<file path="src/rtl/city_sprite_drawer_pkg.sv">
// Shared constants for the city sprite drawer: screen limits, colours,
// and the two 16x8 one-bit city bitmaps (bit 15 of each row is column 0).
// CITY_ROM flattens both bitmaps into the 256x1 ROM image addressed as
// {sel,row[2:0],col[3:0]}, where sel=1 selects the intact bitmap.
package missile_pkg;

  localparam int SCREEN_W = 320;
  localparam int SCREEN_H = 240;
  localparam int COLOR_W  = 3;
  localparam int SPR_W    = 16;
  localparam int SPR_H    = 8;

  localparam logic [COLOR_W-1:0] CITY_COLOR   = 3'b010;
  localparam logic [COLOR_W-1:0] RUBBLE_COLOR = 3'b100;
  localparam logic [COLOR_W-1:0] BG_COLOR     = 3'b000;

  // popcount 80
  localparam logic [0:7][15:0] CITY_INTACT = {
    16'h0180, 16'h03C0, 16'h33CC, 16'h7BDE,
    16'h7FFE, 16'hFFFF, 16'hFFFF, 16'hF00F
  };

  // rows 6-7 solid, popcount 32
  localparam logic [0:7][15:0] CITY_RUBBLE = {
    16'h0000, 16'h0000, 16'h0000, 16'h0000,
    16'h0000, 16'h0000, 16'hFFFF, 16'hFFFF
  };

  function automatic logic sprite_bit(input logic sel, input logic [2:0] row,
                                      input logic [3:0] col);
    if (sel) sprite_bit = CITY_INTACT[row][4'd15 - col];
    else     sprite_bit = CITY_RUBBLE[row][4'd15 - col];
  endfunction

  function automatic logic [255:0] build_rom();
    logic [255:0] r;
    r = '0;
    for (int a = 0; a < 256; a++) begin
      r[a] = sprite_bit(a[7], a[6:4], a[3:0]);
    end
    return r;
  endfunction

  localparam logic [255:0] CITY_ROM = build_rom();

endpackage

</file>
<file path="src/rtl/city_sprite_drawer_if.sv">
// Request/pixel bundle between the draw FSM (master) and one city sprite
// drawer (slave).
//   start, base_x, base_y, color, status : draw request, latched on start
//   out_x, out_y, out_color, plot        : one pixel per plot strobe
//   busy, done                           : drawer activity / completion pulse
interface city_sprite_drawer_if;
  import missile_pkg::*;

  logic               start;
  logic [8:0]         base_x;
  logic [7:0]         base_y;
  logic [COLOR_W-1:0] color;
  logic               status;

  logic [8:0]         out_x;
  logic [7:0]         out_y;
  logic [COLOR_W-1:0] out_color;
  logic               plot;
  logic               busy;
  logic               done;

  modport master (
    output start, base_x, base_y, color, status,
    input  out_x, out_y, out_color, plot, busy, done
  );

  modport slave (
    input  start, base_x, base_y, color, status,
    output out_x, out_y, out_color, plot, busy, done
  );

endinterface

</file>
<file path="src/rtl/city_sprite_rom.sv">
// Synchronous 256x1 city bitmap ROM, one-cycle read latency.
//   clk  : clock
//   addr : {sel,row[2:0],col[3:0]}, sel=1 intact, sel=0 rubble
//   data : bitmap bit, valid the cycle after addr is presented
module city_sprite_rom
  import missile_pkg::*;
(
  input  logic       clk,
  input  logic [7:0] addr,
  output logic       data
);

  always_ff @(posedge clk) begin
    data <= CITY_ROM[addr];
  end

endmodule

</file>
<file path="src/rtl/city_sprite_drawer.sv">
// Streams the 16x8 pixels of one city sprite (intact or rubble) anchored at
// (base_x, base_y), one pixel every two cycles, row-major from top-left.
// Pixels off the right/bottom of the screen are suppressed without changing
// timing. With OPAQUE=0 clear bitmap bits produce no plot.
//   clk : clock
//   rst : asynchronous active-low reset
//   bus : slave side of city_sprite_drawer_if
//
// state | meaning
// IDLE  | waiting for start; inputs latched when it arrives
// FETCH | ROM address {status,row,col} presented
// EMIT  | ROM bit valid; pixel registered, scan position advanced
// DONE  | done pulse issued, busy dropped
module city_sprite_drawer
  import missile_pkg::*;
#(
  parameter bit OPAQUE = 1'b0
) (
  input logic clk,
  input logic rst,
  city_sprite_drawer_if.slave bus
);

  localparam logic [1:0] S_IDLE  = 2'd0;
  localparam logic [1:0] S_FETCH = 2'd1;
  localparam logic [1:0] S_EMIT  = 2'd2;
  localparam logic [1:0] S_DONE  = 2'd3;

  logic [1:0]         state;
  logic [8:0]         base_x_l;
  logic [7:0]         base_y_l;
  logic [COLOR_W-1:0] color_l;
  logic               status_l;
  logic [2:0]         row;
  logic [3:0]         col;

  logic [8:0]         out_x;
  logic [7:0]         out_y;
  logic [COLOR_W-1:0] out_color;
  logic               plot;
  logic               busy;
  logic               done;

  logic               rom_data;
  logic [9:0]         sum_x;
  logic [9:0]         sum_y;
  logic               on_screen;
  logic               last_px;
  logic               draw_px;
  logic [COLOR_W-1:0] px_color;

  city_sprite_rom u_rom (
    .clk  (clk),
    .addr ({status_l, row, col}),
    .data (rom_data)
  );

  // 10-bit sums so that base_x up to 511 plus col cannot wrap back on-screen
  assign sum_x     = {1'b0, base_x_l} + {6'd0, col};
  assign sum_y     = {2'b0, base_y_l} + {7'd0, row};
  assign on_screen = (sum_x < 10'(SCREEN_W)) && (sum_y < 10'(SCREEN_H));
  assign last_px   = (row == 3'(SPR_H - 1)) && (col == 4'(SPR_W - 1));
  assign draw_px   = on_screen && (rom_data || OPAQUE);
  assign px_color  = !rom_data ? BG_COLOR : (status_l ? color_l : RUBBLE_COLOR);

  always_ff @(posedge clk or negedge rst) begin
    if (!rst) begin
      state     <= S_IDLE;
      base_x_l  <= '0;
      base_y_l  <= '0;
      color_l   <= '0;
      status_l  <= 1'b0;
      row       <= '0;
      col       <= '0;
      out_x     <= '0;
      out_y     <= '0;
      out_color <= '0;
      plot      <= 1'b0;
      busy      <= 1'b0;
      done      <= 1'b0;
    end else begin
      plot <= 1'b0;
      done <= 1'b0;
      case (state)
        S_IDLE: begin
          if (bus.start) begin
            base_x_l <= bus.base_x;
            base_y_l <= bus.base_y;
            color_l  <= bus.color;
            status_l <= bus.status;
            row      <= '0;
            col      <= '0;
            busy     <= 1'b1;
            state    <= S_FETCH;
          end
        end
        S_FETCH: state <= S_EMIT;
        S_EMIT: begin
          // out_* only move on a plotted pixel so they hold while plot=0
          if (draw_px) begin
            out_x     <= sum_x[8:0];
            out_y     <= sum_y[7:0];
            out_color <= px_color;
            plot      <= 1'b1;
          end
          if (last_px) begin
            state <= S_DONE;
          end else begin
            col <= col + 4'd1;
            if (col == 4'(SPR_W - 1)) row <= row + 3'd1;
            state <= S_FETCH;
          end
        end
        S_DONE: begin
          done  <= 1'b1;
          busy  <= 1'b0;
          state <= S_IDLE;
        end
        default: state <= S_IDLE;
      endcase
    end
  end

  assign bus.out_x     = out_x;
  assign bus.out_y     = out_y;
  assign bus.out_color = out_color;
  assign bus.plot      = plot;
  assign bus.busy      = busy;
  assign bus.done      = done;

endmodule

</file>
<file path="src/flat_wrapper.sv">
// flat-port wrapper written by rule: the top's interface ports become plain ports
module city_sprite_drawer_flat import missile_pkg::*;
#(
  parameter bit OPAQUE = 1'b0
)
  (clk, rst, bus_start, bus_base_x, bus_base_y, bus_color, bus_status, bus_out_x, bus_out_y, bus_out_color, bus_plot, bus_busy, bus_done);
  city_sprite_drawer_if bus_i ();
  input logic clk;
  input logic rst;
  input wire logic [$bits(bus_i.start)-1:0] bus_start;
  input wire logic [$bits(bus_i.base_x)-1:0] bus_base_x;
  input wire logic [$bits(bus_i.base_y)-1:0] bus_base_y;
  input wire logic [$bits(bus_i.color)-1:0] bus_color;
  input wire logic [$bits(bus_i.status)-1:0] bus_status;
  output wire logic [$bits(bus_i.out_x)-1:0] bus_out_x;
  output wire logic [$bits(bus_i.out_y)-1:0] bus_out_y;
  output wire logic [$bits(bus_i.out_color)-1:0] bus_out_color;
  output wire logic [$bits(bus_i.plot)-1:0] bus_plot;
  output wire logic [$bits(bus_i.busy)-1:0] bus_busy;
  output wire logic [$bits(bus_i.done)-1:0] bus_done;
  assign bus_i.start = bus_start;
  assign bus_i.base_x = bus_base_x;
  assign bus_i.base_y = bus_base_y;
  assign bus_i.color = bus_color;
  assign bus_i.status = bus_status;
  assign bus_out_x = bus_i.out_x;
  assign bus_out_y = bus_i.out_y;
  assign bus_out_color = bus_i.out_color;
  assign bus_plot = bus_i.plot;
  assign bus_busy = bus_i.busy;
  assign bus_done = bus_i.done;
  city_sprite_drawer #(.OPAQUE(OPAQUE)) u_core (.clk(clk), .rst(rst), .bus(bus_i));
endmodule
</file>
<file path="config.mk">
export PLATFORM = sky130hd
export DESIGN_NAME = city_sprite_drawer_flat
export DESIGN_NICKNAME = d
export VERILOG_FILES = /design/src/rtl/city_sprite_drawer_pkg.sv /design/src/rtl/city_sprite_drawer_if.sv /design/src/rtl/city_sprite_rom.sv /design/src/rtl/city_sprite_drawer.sv /design/src/flat_wrapper.sv
export SDC_FILE = /design/constraint.sdc
export NUM_CORES = 1
export LEC_CHECK = 0
export ABC_CLOCK_PERIOD_IN_PS = 5800
export CORE_UTILIZATION = 31
export CTS_CLUSTER_SIZE = 16
export DETAILED_ROUTE_END_ITERATION = 8
export PLACE_DENSITY = 0.5
export SYNTH_ARGS = -nofsm -noshare
export SYNTH_HDL_FRONTEND = slang
export SYNTH_SLANG_ARGS = --single-unit
</file>
<file path="constraint.sdc">
create_clock -name clk -period 5.8 [get_ports clk]
set_input_delay 0.58 -clock clk [delete_from_list [all_inputs] [get_ports clk]]
set_output_delay 0.58 -clock clk [all_outputs]
set_load 0.1 [all_outputs]
</file>
# Word level (Yosys, flattened, before mapping)
# Memories as Yosys holds them, arrays and structs flattened. A register that Yosys moved wholly into a read port is not among the register bits.
# Index checks and enable logic that the tools add are counted.
# word_totals
register_bits	53
romBits	256
in_bits	24
elab_cells	56
mem_count	1
# classes
n_addsub	4
n_lt_le_gt_ge	2
eq_ne	8
muxes	17
n_reduce_logical	11
# mem_list
memory	words	width	read_ports	rd_ports_with_merged_regs	wr	line	rtl
(no name shown)	256	1	1	1	0	city_sprite_rom.sv:14	data <= CITY_ROM[addr];
# ops
cell	n
$mux W3	5
$add A9 B4 Y10	1
$lt A10 B8 Y1 const B	1
$lt A10 B9 Y1 const B	1
$add A8 B3 Y9	1
$mux W4	2
$pmux W2 S4	1
$pmux W4 S2	1
$pmux W3 S2	1
$reduce_and A2 Y1	3
$add A4 B1 Y4 const B	1
$eq A2 B2 Y1 const B	2
$eq A4 B4 Y1 const B	1
$mux W1	4
$mux W2	2
$ne A2 B2 Y1 const B	2
$reduce_and A4 Y1	1
$reduce_bool A2 Y1	2
$add A3 B1 Y3 const B	1
$eq A3 B3 Y1 const B	1
$logic_and A1 B1 Y1	3
$reduce_and A3 Y1	1
$eq A2 B1 Y1 const B	1
$logic_not A2 Y1	1
other kinds (2)	2

# Logic depth before layout (Yosys ltp)
# depth
depth_word	6
depth_mapped	10

# By module
# A second synthesis with hierarchy kept.
# unflattened
cells_unflattened	236
hier_area_um2	2782.7
# by_module_without_submodules
mod	n_inst	cells_each	area_each_um2
city_sprite_drawer	1	217	2646.3
city_sprite_rom	1	19	136.4

# Worst setup path before layout
# OpenSTA, ideal clock, no wires.
# synth_path
path_type	register to register
startpoint	register u_core.row[0]
endpoint	register u_core.out_x[0] (netlist: u_core.bus.out_x[0])
arrival_ns	2.283
required_ns	5.675
setup_slack_ns	3.392
path_stages_with_launch	11
n_path_buf	1
synth_period_minus_slack_ns	2.408
path_cell_list	dfrtp_1 > ha_1 > inv_1 > fa_1 > nor2b_4 > o21ai_0 > xnor2_1 > a311oi_2 > nand3_2 > buf_6 > mux2_4
# synth_between
elab_chain_len	5
# synth_rtl
element	line	rtl
from (decl)	city_sprite_drawer.sv:34	logic [2:0] row;
from (signal assigned)	city_sprite_drawer.sv:110	if (col == 4'(SPR_W - 1)) row <= row + 3'd1;
$add A8 B3 Y9	city_sprite_drawer.sv:60	assign sum_y = {2'b0, base_y_l} + {7'd0, row};
$lt A10 B8 Y1	city_sprite_drawer.sv:61	assign on_screen = (sum_x < 10'(SCREEN_W)) && (sum_y < 10'(SCREEN_H));
$logic_and A1 B1 Y1	city_sprite_drawer.sv:61	
$logic_and A1 B1 Y1	city_sprite_drawer.sv:63	assign draw_px = on_screen && (rom_data || OPAQUE);
$reduce_and A2 Y1 (no source line)	n/a	
to (signal assigned)	city_sprite_drawer.sv:101	out_x <= sum_x[8:0];
to (decl)	city_sprite_drawer.sv:37	logic [8:0] out_x;
# Every way passes these cells.
# A chain may end at the register's enable or synchronous reset.

# Worst setup path after layout
# layout_path
startpoint	register u_core.row[0]
endpoint	register u_core.out_y[0] (netlist: u_core.bus.out_y[0])
# layout_between
elab_chain_len	5
# layout_rtl
element	line	rtl
$add A8 B3 Y9 (*)	city_sprite_drawer.sv:60	
$lt A10 B8 Y1	city_sprite_drawer.sv:61	
$logic_and A1 B1 Y1	city_sprite_drawer.sv:61	
$logic_and A1 B1 Y1	city_sprite_drawer.sv:63	
$reduce_and A2 Y1 (no source line)	n/a	
to (signal assigned)	city_sprite_drawer.sv:102	out_y <= sum_y[7:0];
to (decl)	city_sprite_drawer.sv:38	logic [7:0] out_y;
# Mark *: on every way between the ends. The rest lies on a longest branch, timed or not.

==> results.txt <==
- The run finished with clean final reports.
- RSZ-0062 raised after global routing: no
- Biggest area contributors in the synthesized netlist: sky130_fd_sc_hd__dfrtp_1 46%, sky130_fd_sc_hd__mux2_4 7.8%, sky130_fd_sc_hd__mux2_2 7.0%
* Footprint of the multi-input gates: 0.001429 mm²
- In the routed layout, each cell is associated on average with a via count of 4.921.
- The number of global-route vias before repair is 1972.
- Die Area: 0.009722 mm²
* Distinct cell type count of the synthesized netlist: 45
* Number of primary I/O pins: 47
* GRT met1 Usage: 0.1903
* Sequential cell area fraction in the yosys report: 0.4654
* Worst clock skew on the final layout: 0.008807 ns
* Capture point of the worst path: u_core.bus.out_y[0]$_DFFE_PN0P_
- Global routing usage on met2: 0.2156
* Count of nets after finishing: 340
- The initial utilization of the core area, before any placement, comes to 0.3254.
- Post-synth net total: 293
- Remaining design rule violation count: 0
- At the pin with the least slew margin, the transition time is 0.9753 ns.
- The worst register-to-register path begins at u_core.row[0]$_DFFE_PN0P_.
* Lkg Pwr: 1.628 nW
- CTS sink cnt: 54
- For the final routed database, the setup TNS stands at 0 ns.
- All-layer global routing usage: 0.1347
- Clock transition at the registers of the reported paths: 0.10 ns
- Setup crit start: u_core.row[0]$_DFFE_PN0P_
- The number of pins exceeding their max-slew limit in the final report came to 0.
- For this run, the share of the core covered by cells in the final layout is 0.3990.
- Async set or reset register ratio after synthesis: 0.9815
- Number of antenna violations at the first check in global routing: 0
- Fraction of layout cells with a size suffix above 1: 0.1605
- Time the final worst path needs with I/O delays and setup: 3.297 ns
* Final setup violation count: 0
- Library cell with the largest summed area after synthesis: sky130_fd_sc_hd__dfrtp_1
* Number of routed nets with antenna violations: 0
- Required time of the critical path: 5.98 ns
* Global routing usage on met3: 0.02837
* Post-DP HPWL: 4366 µm
* Layer carrying the most global-route usage: met2
- The cell area that synthesis handed to floorplanning was 0.002893 mm².
- Maximum number of pins on one net before global-route repair: 54
* Kind of start point of the critical path: flip-flop
- Setup slack after placement: 2.479 ns
- Global-route wire length before repair: 10290 µm
- The final layout contains routed wiring with a total length of 6090 µm.
* Power consumption: 0.002107 W
* Number of port buffers: 46
* Maximum buffer depth of the clock tree: 2
* Count of routing violations after the opening detailed-route iteration: 55
- Routability congestion estimate from global placement: 0.8217
- The floorplan step set the die width to 98.60 µm.
* Count of max-cap constraint violations: 0
- Core Footprint: 0.008891 mm²
- FF+latch count, synth: 54
* First drt pass iteration count: 4
- Counting the buffers created by CTS gives 5.
* Worst reg2reg setup slack: 2.50 ns
- Prevailing post-synth register cell: sky130_fd_sc_hd__dfrtp_1
* Die height: 98.60 µm
- For the worst flop-to-flop path, the logic depth is 9.
* Number of antenna diodes: 0
- Across all hold checks on the routed design, the worst slack comes to 0.3919 ns.
- Data arrives at the worst endpoint at 3.48 ns.
- Root buffer selected by CTS: sky130_fd_sc_hd__clkbuf_8
* Number of setup buffers added after CTS: 0
- The count of endpoints failing hold in the final timing report was 0.
- Period Utilization, post-route: 0.5684
- Fraction of synthesized cell area taken by the top area cell type: 0.4585
- Ratio of total power to cell area: 594.0 mW/mm²
* YS warnings: 0
* Nature of the critical path endpoint: flip-flop
- Sequential cell area: 0.001346 mm²
- TritonCTS built the clock tree.
- The initialized floorplan defines 34 standard-cell rows.
- IR analysis of the VDD net gives a maximum drop of 0.0002372 V.
- In this run the critical register-to-register path is captured at u_core.bus.out_y[0]$_DFFE_PN0P_.
* Highest Clock Rate: 303.3 MHz
- Insertion delay to the later sink of the worst-skew pair: 0.30 ns
- Avg Synthesized Cell Area: 11.52 µm²
- Of all nets on the critical path, the largest fanout is 20.
- Relative max-transition margin: 0.3478
* Average wire per cell in the routed design: 14.96 µm
* Worst setup path class: reg -> reg
* Cts hold-fix bufs: 0
- From synthesis to final layout, the design area changed by 22.62%.
* Hold Path Class: in -> async
- Maximum level of the CTS H-tree: 2
- Gate count after technology mapping: 251
* Count of flip-flops with a built-in enable after synthesis: 0
- Via count: 2003
- Fill cells in the final layout number 861.
- For this run the aggregate overflow at the end of global routing stands at 0.
- Min setup slack post-route: 2.503 ns
* Cells resized by post-CTS repair: 0
cell usage after synthesis (2+ instances only):
library cell / count
sky130_fd_sc_hd__xnor2_1: 8
sky130_fd_sc_hd__and3_1: 4
sky130_fd_sc_hd__o2111ai_1: 2
sky130_fd_sc_hd__o21ai_0: 14
sky130_fd_sc_hd__a21oi_1: 9
sky130_fd_sc_hd__xor2_1: 4
sky130_fd_sc_hd__ha_1: 16
sky130_fd_sc_hd__buf_6: 2
sky130_fd_sc_hd__dfrtp_1: 53
sky130_fd_sc_hd__mux2i_1: 6
sky130_fd_sc_hd__clkbuf_1: 5
sky130_fd_sc_hd__mux2_4: 15
sky130_fd_sc_hd__nor3_1: 4
sky130_fd_sc_hd__fa_1: 2
sky130_fd_sc_hd__a31oi_1: 2
sky130_fd_sc_hd__a21boi_0: 2
sky130_fd_sc_hd__a22oi_1: 4
sky130_fd_sc_hd__inv_1: 19
sky130_fd_sc_hd__nor2b_1: 2
sky130_fd_sc_hd__nor2_1: 13
sky130_fd_sc_hd__o31ai_1: 2
sky130_fd_sc_hd__nand2_1: 14
sky130_fd_sc_hd__o22ai_1: 5
sky130_fd_sc_hd__mux2_2: 18
sky130_fd_sc_hd__nand3_1: 5
sky130_fd_sc_hd__a21o_1: 2
worst min path at each step:
stage                                      end  slack, ns  cells after the start
5_1_grt        u_core.bus.out_x[1]$_DFFE_PN0P_       0.45                      2
3_3_place_gp     u_core.color_l[2]$_DFFE_PN0P_       0.48                      1
3_5_place_dp     u_core.color_l[2]$_DFFE_PN0P_       0.49                      1
6_report       u_core.bus.out_x[1]$_DFFE_PN0P_       0.39                      2
4_1_cts        u_core.bus.out_y[4]$_DFFE_PN0P_       0.42                      2
2_1_floorplan   u_core.base_x_l[0]$_DFFE_PN0P_       0.28                      0
registers in the layout, summed over array words and instances, names as in the netlist:
name	flops
u_core.base_x_l	9
u_core.base_y_l	8
u_core.bus.busy	1
u_core.bus.done	1
u_core.bus.out_color	3
u_core.bus.out_x	9
u_core.bus.out_y	8
u_core.bus.plot	1
u_core.col	4
u_core.color_l	3
u_core.row	3
u_core.state	2
u_core.status_l	1
u_core.u_rom.data	1
power breakdown:
| group | internal [W] | total, W | leakage (nW) | switching, W |
|---|---|---|---|---|
| sequential | 0.000537 | 0.000701 | 0.673 | 0.000163 |
| clock | 0.0000963 | 0.000219 | 0.0472 | 0.000123 |
| combinational | 0.000414 | 0.00119 | 0.908 | 0.000773 |
metrics by stage:
step / instance area (µm²) / instances
final: 3547 / 407
after CTS: 3547 / 407
after global placement: 3452 / 399
after global routing: 3547 / 407
after floorplan: 2893 / 251
after detailed placement: 3452 / 399
critical path: stages, from the launching register on:
cell	delay, ns
sky130_fd_sc_hd__dfrtp_1	0.52
sky130_fd_sc_hd__ha_1	0.23
sky130_fd_sc_hd__inv_1	0.06
sky130_fd_sc_hd__fa_1	0.43
sky130_fd_sc_hd__nor2b_4	0.13
sky130_fd_sc_hd__o21ai_0	0.09
sky130_fd_sc_hd__xnor2_1	0.17
sky130_fd_sc_hd__a311oi_2	0.37
sky130_fd_sc_hd__nand3_2	0.66
sky130_fd_sc_hd__mux2_4	0.52
logic make-up (layout without fill, tap and decap cells):
family,Yosys count,count (layout),synth area share
XOR/XNOR,12,12,0.03633
multiplexers,40,40,0.1765
AND/OR/NAND/NOR,51,51,0.08867
adder cells (fa/ha/maj),18,18,0.08304
buffers and inverters,27,75,0.04066
AO/OA/AOI/OAI,49,49,0.1094
flip-flops,54,54,0.4654
cell usage in the layout, fill, tap and decap left out, types with 4 or more instances in the layout:
master	n
sky130_fd_sc_hd__dfrtp_1	53
sky130_fd_sc_hd__clkdlybuf4s50_1	45
sky130_fd_sc_hd__inv_1	19
sky130_fd_sc_hd__mux2_2	18
sky130_fd_sc_hd__ha_1	16
sky130_fd_sc_hd__mux2_4	15
sky130_fd_sc_hd__nand2_1	14
sky130_fd_sc_hd__o21ai_0	14
sky130_fd_sc_hd__nor2_1	13
sky130_fd_sc_hd__a21oi_1	9
sky130_fd_sc_hd__xnor2_1	8
sky130_fd_sc_hd__mux2i_1	6
sky130_fd_sc_hd__clkbuf_8	6
sky130_fd_sc_hd__nand3_1	5
sky130_fd_sc_hd__o22ai_1	5
sky130_fd_sc_hd__nor3_1	4
sky130_fd_sc_hd__xor2_1	4
sky130_fd_sc_hd__and3_1	4
sky130_fd_sc_hd__a22oi_1	4
metal layers:
metal  part of all wire  vias to the layer above
li1                   -                      972
met1               0.49                      989
met2               0.47                       40
met3              0.037                        2
met4             0.0044                        0
met5                  0                        -
area by class of cell:
class | count | share of cell area
inverters | 19 | 0.02011
flip-flops and latches | 54 | 0.3795
repair buffers | 48 | 0.1326
clock buffers | 6 | 0.02328
clock inverters | 2 | 0.003527
multi-input cells | 170 | 0.4028
well taps | 108 | 0.03810
Power figures use the tool's default switching activity.
